### src/rtl/imsic_file_engine.sv
// IMSIC interrupt-file engine: eip/eie bitmaps, eidelivery, eithreshold per
// file, MSI set-pending, indirect CSR access and a word-serial topei scanner.
// Ports:
//   i_clk, i_rst                     clock, synchronous active-high reset
//   i_msi_valid/o_msi_ready          MSI set-pending handshake
//   i_msi_file, i_msi_id             MSI target file and identity
//   i_csr_valid/we/file/addr/wdata   indirect CSR request
//   o_csr_rvalid/rdata/exc           CSR response, one cycle after request
//   i_claim, i_claim_file            claim of the current topei of a file
//   o_topei                          per-file top identity, SW bits each
//   o_eip                            per-file interrupt line
module imsic_file_engine #(
    parameter int NR_FILES = 3,
    parameter int NR_SRC   = 64,
    parameter int XLEN     = 64,
    localparam int SW      = $clog2(NR_SRC),
    localparam int FW      = (NR_FILES > 1) ? $clog2(NR_FILES) : 1,
    localparam int NR_REG  = NR_SRC / 32
) (
    input  logic                   i_clk,
    input  logic                   i_rst,
    input  logic                   i_msi_valid,
    output logic                   o_msi_ready,
    input  logic [FW-1:0]          i_msi_file,
    input  logic [SW-1:0]          i_msi_id,
    input  logic                   i_csr_valid,
    input  logic                   i_csr_we,
    input  logic [FW-1:0]          i_csr_file,
    input  logic [7:0]             i_csr_addr,
    input  logic [XLEN-1:0]        i_csr_wdata,
    output logic                   o_csr_rvalid,
    output logic [XLEN-1:0]        o_csr_rdata,
    output logic                   o_csr_exc,
    input  logic                   i_claim,
    input  logic [FW-1:0]          i_claim_file,
    output logic [NR_FILES*SW-1:0] o_topei,
    output logic [NR_FILES-1:0]    o_eip
);

    localparam int WW = (NR_REG > 1) ? $clog2(NR_REG) : 1;

    logic [NR_REG-1:0][31:0] eip_q [NR_FILES];
    logic [NR_REG-1:0][31:0] eip_d [NR_FILES];
    logic [NR_REG-1:0][31:0] eie_q [NR_FILES];
    logic [NR_REG-1:0][31:0] eie_d [NR_FILES];
    logic [NR_FILES-1:0]     edel_q, edel_d;
    logic [SW-1:0]           ethr_q [NR_FILES];
    logic [SW-1:0]           ethr_d [NR_FILES];
    logic [SW-1:0]           cand_q [NR_FILES];
    logic [SW-1:0]           cand_d [NR_FILES];
    logic [SW-1:0]           topei_q [NR_FILES];
    logic [SW-1:0]           topei_d [NR_FILES];
    logic [NR_FILES-1:0]     stale_q, stale_d;
    logic [NR_FILES-1:0]     eipo_q, eipo_d;
    logic [WW-1:0]           w_q, w_d;
    logic                    rvalid_q;
    logic [XLEN-1:0]         rdata_q;
    logic                    exc_q;

    logic                    commit;
    logic [SW-1:0]           base;
    logic [5:0]              k;
    logic                    is_del, is_thr, is_eip, is_eie, is_map;
    logic                    file_ok, csr_bad, csr_wr, msi_fire;
    logic [31:0]             rd_lo, rd_hi, wlo, whi;
    logic [63:0]             rd64, wd64;
    logic                    rd_del;
    logic [SW-1:0]           rd_thr;
    logic [XLEN-1:0]         csr_rd;

    // CSR decode; the eip region of the MSI file blocks MSIs for a cycle
    // so a CSR bitmap write never races a set-pending on the same word.
    always_comb begin
        k       = i_csr_addr[5:0];
        is_del  = i_csr_addr == 8'h70;
        is_thr  = i_csr_addr == 8'h72;
        is_eip  = i_csr_addr[7:6] == 2'b10;
        is_eie  = i_csr_addr[7:6] == 2'b11;
        is_map  = is_eip | is_eie;
        file_ok = 32'(i_csr_file) < 32'(NR_FILES);
        csr_bad = !file_ok || !(is_del || is_thr || is_map)
                  || (is_map && XLEN == 64 && k[0]);
        csr_wr  = i_csr_valid && i_csr_we && !csr_bad;
        o_msi_ready = !(i_csr_valid && i_csr_we && is_eip
                        && i_csr_file == i_msi_file);
        msi_fire = i_msi_valid && o_msi_ready;
        wd64    = 64'(i_csr_wdata);
        wlo     = wd64[31:0];
        whi     = wd64[63:32];
        rd_lo   = '0;
        rd_hi   = '0;
        rd_del  = 1'b0;
        rd_thr  = '0;
        for (int f = 0; f < NR_FILES; f++) begin
            if (FW'(f) == i_csr_file) begin
                rd_del = edel_q[f];
                rd_thr = ethr_q[f];
                for (int r = 0; r < NR_REG; r++) begin
                    if (k == 6'(r))
                        rd_lo = is_eip ? eip_q[f][r] : eie_q[f][r];
                    if (k + 6'd1 == 6'(r))
                        rd_hi = is_eip ? eip_q[f][r] : eie_q[f][r];
                end
            end
        end
        rd64 = '0;
        if (is_del)
            rd64 = 64'(rd_del);
        else if (is_thr)
            rd64 = 64'(rd_thr);
        else if (is_map)
            rd64 = {rd_hi, rd_lo};
        csr_rd = rd64[XLEN-1:0];
    end

    // State update and scanner.
    always_comb begin
        logic [31:0] word;
        logic        found;
        logic [SW-1:0] fid;
        logic [SW-1:0] cn;
        logic        ev;
        logic        clm;
        commit = w_q == WW'(NR_REG - 1);
        w_d    = commit ? '0 : w_q + WW'(1);
        base   = SW'(w_q) << 5;
        edel_d = edel_q;
        for (int f = 0; f < NR_FILES; f++) begin
            eip_d[f]  = eip_q[f];
            eie_d[f]  = eie_q[f];
            ethr_d[f] = ethr_q[f];
            eipo_d[f] = edel_q[f] && (topei_q[f] != '0);
            clm = i_claim && FW'(f) == i_claim_file;
            ev  = clm || (msi_fire && FW'(f) == i_msi_file);
            if (csr_wr && FW'(f) == i_csr_file) begin
                if (is_map || is_thr)
                    ev = 1'b1;
                if (is_del)
                    edel_d[f] = wlo[0];
                if (is_thr)
                    ethr_d[f] = wlo[SW-1:0];
                for (int r = 0; r < NR_REG; r++) begin
                    if (k == 6'(r)) begin
                        if (is_eip) eip_d[f][r] = wlo;
                        else if (is_eie) eie_d[f][r] = wlo;
                    end
                    if (XLEN == 64 && k + 6'd1 == 6'(r)) begin
                        if (is_eip) eip_d[f][r] = whi;
                        else if (is_eie) eie_d[f][r] = whi;
                    end
                end
            end
            // Claim clears first so a same-cycle MSI on that bit wins.
            for (int r = 0; r < NR_REG; r++) begin
                if (clm && topei_q[f] != '0 && (topei_q[f] >> 5) == SW'(r))
                    eip_d[f][r][topei_q[f][4:0]] = 1'b0;
                if (msi_fire && FW'(f) == i_msi_file
                    && (i_msi_id >> 5) == SW'(r))
                    eip_d[f][r][i_msi_id[4:0]] = 1'b1;
            end
            eip_d[f][0][0] = 1'b0;
            eie_d[f][0][0] = 1'b0;

            word  = eip_q[f][w_q] & eie_q[f][w_q];
            found = 1'b0;
            fid   = '0;
            for (int b = 31; b >= 0; b--) begin
                if (word[b] && (ethr_q[f] == '0
                    || base + SW'(b) < ethr_q[f])) begin
                    found = 1'b1;
                    fid   = base + SW'(b);
                end
            end
            cn = (found && (cand_q[f] == '0 || fid < cand_q[f]))
                 ? fid : cand_q[f];

            // An event in the commit cycle also makes that sweep stale.
            topei_d[f] = topei_q[f];
            if (clm)
                topei_d[f] = '0;
            else if (commit && !(stale_q[f] || ev))
                topei_d[f] = cn;
            cand_d[f]  = commit ? '0 : cn;
            stale_d[f] = commit ? 1'b0 : (stale_q[f] || ev);
        end
    end

    always_ff @(posedge i_clk) begin
        if (i_rst) begin
            eip_q    <= '{default: '0};
            eie_q    <= '{default: '0};
            ethr_q   <= '{default: '0};
            cand_q   <= '{default: '0};
            topei_q  <= '{default: '0};
            edel_q   <= '0;
            stale_q  <= '0;
            eipo_q   <= '0;
            w_q      <= '0;
            rvalid_q <= 1'b0;
            rdata_q  <= '0;
            exc_q    <= 1'b0;
        end else begin
            eip_q    <= eip_d;
            eie_q    <= eie_d;
            ethr_q   <= ethr_d;
            cand_q   <= cand_d;
            topei_q  <= topei_d;
            edel_q   <= edel_d;
            stale_q  <= stale_d;
            eipo_q   <= eipo_d;
            w_q      <= w_d;
            rvalid_q <= i_csr_valid;
            rdata_q  <= (i_csr_valid && !csr_bad) ? csr_rd : '0;
            exc_q    <= i_csr_valid && csr_bad;
        end
    end

    always_comb begin
        for (int f = 0; f < NR_FILES; f++)
            o_topei[f*SW +: SW] = topei_q[f];
    end

    assign o_eip        = eipo_q;
    assign o_csr_rvalid = rvalid_q;
    assign o_csr_rdata  = rdata_q;
    assign o_csr_exc    = exc_q;

endmodule

### config.mk
export PLATFORM = sky130hd
export DESIGN_NAME = imsic_file_engine
export DESIGN_NICKNAME = d
export VERILOG_FILES = /design/src/rtl/imsic_file_engine.sv
export SDC_FILE = /design/constraint.sdc
export NUM_CORES = 2
export LEC_CHECK = 0
export CORE_MARGIN = 4
export CORE_UTILIZATION = 39
export CTS_CLUSTER_DIAMETER = 50
export DETAILED_ROUTE_END_ITERATION = 10
export PLACE_DENSITY = 0.55
export SYNTH_ARGS = -nofsm -noshare
export SYNTH_HDL_FRONTEND = slang
export SYNTH_SLANG_ARGS = --single-unit
export TNS_END_PERCENT = 10
### constraint.sdc
create_clock -name i_clk -period 12.28 [get_ports i_clk]
set_clock_uncertainty 0.05 [all_clocks]
set_input_delay 1.842 -clock i_clk [delete_from_list [all_inputs] [get_ports i_clk]]
set_output_delay 1.842 -clock i_clk [all_outputs]
set_load 0.01 [all_outputs]
==> results.md <==
- P per Cell Area: 122.7 nW/um2
- Sequential area share after synthesis: 33.55%
- Primary FF master, synth: dfxtp_1
- DRC: 0
- Iter 0 DRT Violations: approximately 6,000
- Synth area leader: dfxtp_1
- Routed vias/inst: 6.817
- GRT Total Usage: ~40%
- Longest Clk Path Bufs: 3
- R2r setup slk: 5.61 ns
- Cells after synthesis: 4,054
- Clock transition at path regs: 0.06 ns
- Slew Viols, Final: 0
- Core area: 76,450 um2
- F_max: 149.7 MHz
- Critical Path AT: 4.79 ns
- Worst-Margin Slew: 1.352 ns
- Synth warnings: 0
- Register area: 10,170 um2
- Avg Cell Area, Syn: between 7 and 8 um2
- Final HPWL DP: 120.4 mm
- Post-detailed-route count of antenna-violating nets: 0
- Critical path start-end classification: in -> out
- Post-layout min period: 6.680 ns
- Number of synthesized register bits: approximately 500
- R2R cell count: 19
- Post-CTS setup buffer count: 0
- Worst VDD drop: 0.09370 mV
- Die Height: 286.8 um
- Fin. Hold Viols: 0
- Post-Route Setup TNS: 0 ns
- FILL cells: 7,684
- CTS H-tree lvls: 3
- Ys async rst share: 0%
- Largest net degree at the start of global routing: between 150 and 200
- Layout cell share with drive strength beyond 1: 9.197%
- Synth unique cells: 92
- Post-synth net total: roughly 4,200
- R2R Path End: o_topei[1]$_SDFFE_PP0P_
- Critical Path Start: i_csr_addr[7]
- Die footprint: 82,240 um2
- I/O Pins: between 150 and 200
- Worst R2R Start: commit$_SDFF_PP0_
- Pre-antenna DRT Iters: 9
- Max FO, Critical Path: 25
- Worst Setup EP: o_msi_ready
- Area occupied by multi-input gates: 18,780 um2
- Fin nets: between 4,000 and 5,000
- Vias in the first global route: about 31,000
- Setup repair after global routing missed its margin: false
- Global-route wire length before repair: 236.2 mm
- Critical Path End Type: output port
- Initial antenna violation count: 9
- WP data required: 10.39 ns
- Run status: complete, no violations
- Area contributors post-synth: dfxtp_1, a21oi_1, nand2_1
- FP Rows: 101
- Clock sinks: between 500 and 600
- Overall power: 4365 uW
- CTS hold repair buffers: 0
- Die width: 286.8 um
- Worst-skew pair later-pin latency: 0.64 ns
- GP Congestion: 1.039
- Via Count: 35,140
- DR WL/cell: 32.61 um
- CTS tree: yes
- Number of synthesized flops with an enable pin: 0
- Mapped Area: 30,310 um2
- Clock Tree Root: clkbuf_16
- Max_cap viols: 0
- Grt total ovfl: 0
- Worst min path class: reg -> reg
- Post-synth top cells: a21oi_1, dfxtp_1, nand2_1, nor2_1, clkbuf_1
- Fin crit share: 54.40%
- Area growth from synthesis to layout: 17.40%
- Starting Density: 39.64%
- Post-CTS Resized: 0
- Drt total wl: 168.1 mm
- Port Buffer Count: 177
- Share of the synthesized area in the top cell type: 33.55%
- Most frequent cell after synthesis: a21oi_1
- Final setup fails: 0
- Leak pwr: 0.01194 uW
- Startpoint types: primary input
- TritonCTS Buffers: 80
- Slew headroom: 9.529%
-- registers in the layout (all words and copies together) (netlist names) --
signal / count
o_csr_rvalid: 1
o_topei: 18
eie_q: 189
eip_q: 189
o_csr_rdata: 64
commit: 1
cand_q: 18
stale_q: 3
o_csr_exc: 1
o_eip: 3
edel_q: 3
ethr_q: 18
-- worst min path at each step --
stage | from | endpoint | slack [ns] | cells after the start
after global placement | stale_q[0]$_SDFF_PP0_ | stale_q[0]$_SDFF_PP0_ | 0.41 | 2
after global routing | eie_q[191]$_SDFFE_PP0P_ | eie_q[191]$_SDFFE_PP0P_ | 0.44 | 2
after CTS | eie_q[20]$_SDFFE_PP0P_ | eie_q[20]$_SDFFE_PP0P_ | 0.42 | 2
after detailed placement | eie_q[20]$_SDFFE_PP0P_ | eie_q[20]$_SDFFE_PP0P_ | 0.42 | 2
final | eie_q[20]$_SDFFE_PP0P_ | eie_q[20]$_SDFFE_PP0P_ | 0.42 | 2
after floorplan | stale_q[0]$_SDFF_PP0_ | stale_q[0]$_SDFF_PP0_ | 0.38 | 2
-- layout make-up --
type,count,area share (%)
inverter,42,0.4431
multi-input combinational,3161,52.77
clock inverter,46,1.470
sequential,508,28.59
clock buffer,100,6.245
timing repair buffer,264,6.843
tap,1030,3.622
antenna,3,0.02110
-- worst max-delay path, stage by stage --
cell and delay (ns):
clkdlybuf4s50_1 0.74, inv_1 0.63, nor2_4 0.78, nand4_1 0.25, clkdlybuf4s50_1 0.54
-- report_power, final --
| group | internal [uW] | total, uW | switching, uW |
|---|---|---|---|
| Sequential | 1660 | 1670 | 13.1 |
| Combinational | 86.7 | 329 | 242 |
| Clock | 1450 | 2370 | 919 |
-- cells by family (layout without fill, tap and decap cells) --
kind of cell,count (synthesis),in the layout,synth area share [%]
AO/OA/AOI/OAI,1553,1553,32.45
AND/OR/NAND/NOR,1458,1458,22.20
flip-flops,508,508,33.55
buffers and inverters,385,452,4.949
multiplexers,127,127,5.932
adder cells (fa/ha/maj),21,21,0.8669
XOR/XNOR,2,2,0.05780
other,0,3,0
-- cell usage in the layout (no fill, tap or decap), types with 39 or more instances in the layout --
cell             count
nand2b_1            52
clkdlybuf4s50_1    174
dfxtp_1            507
a211oi_1           107
nor2_1             469
inv_1               40
clkbuf_16           84
mux2i_1             57
mux4_2              39
a22oi_1            225
o221ai_1            64
o21ai_0            267
buf_4               87
nand3_1            137
nand3b_1            49
nand2_1            494
o22ai_1             99
a21oi_1            533
a22o_1              45
-- per-stage QoR --
stage,hold WS [ns],worst slack (ns),area (um2),instances,utilization (%)
after global routing,0.4409,5.255,35580,5151,46.53
final,0.4219,5.600,35580,5154,46.54
after CTS,0.4233,5.693,35580,5151,46.53
after global placement,0.4087,5.652,32830,5005,42.94
after floorplan,0.3794,7.698,30310,4054,-
after detailed placement,0.4160,5.553,32830,5005,42.94
-- metal layers --
metal | share of wire, % | track usage (%)
met1 | 38 | 51.30
met2 | 39 | 53.49
met3 | 17 | 19.66
met4 | 5.9 | 17.44
met5 | 0.047 | 0
No activity file was read; power rests on OpenSTA's default activity.
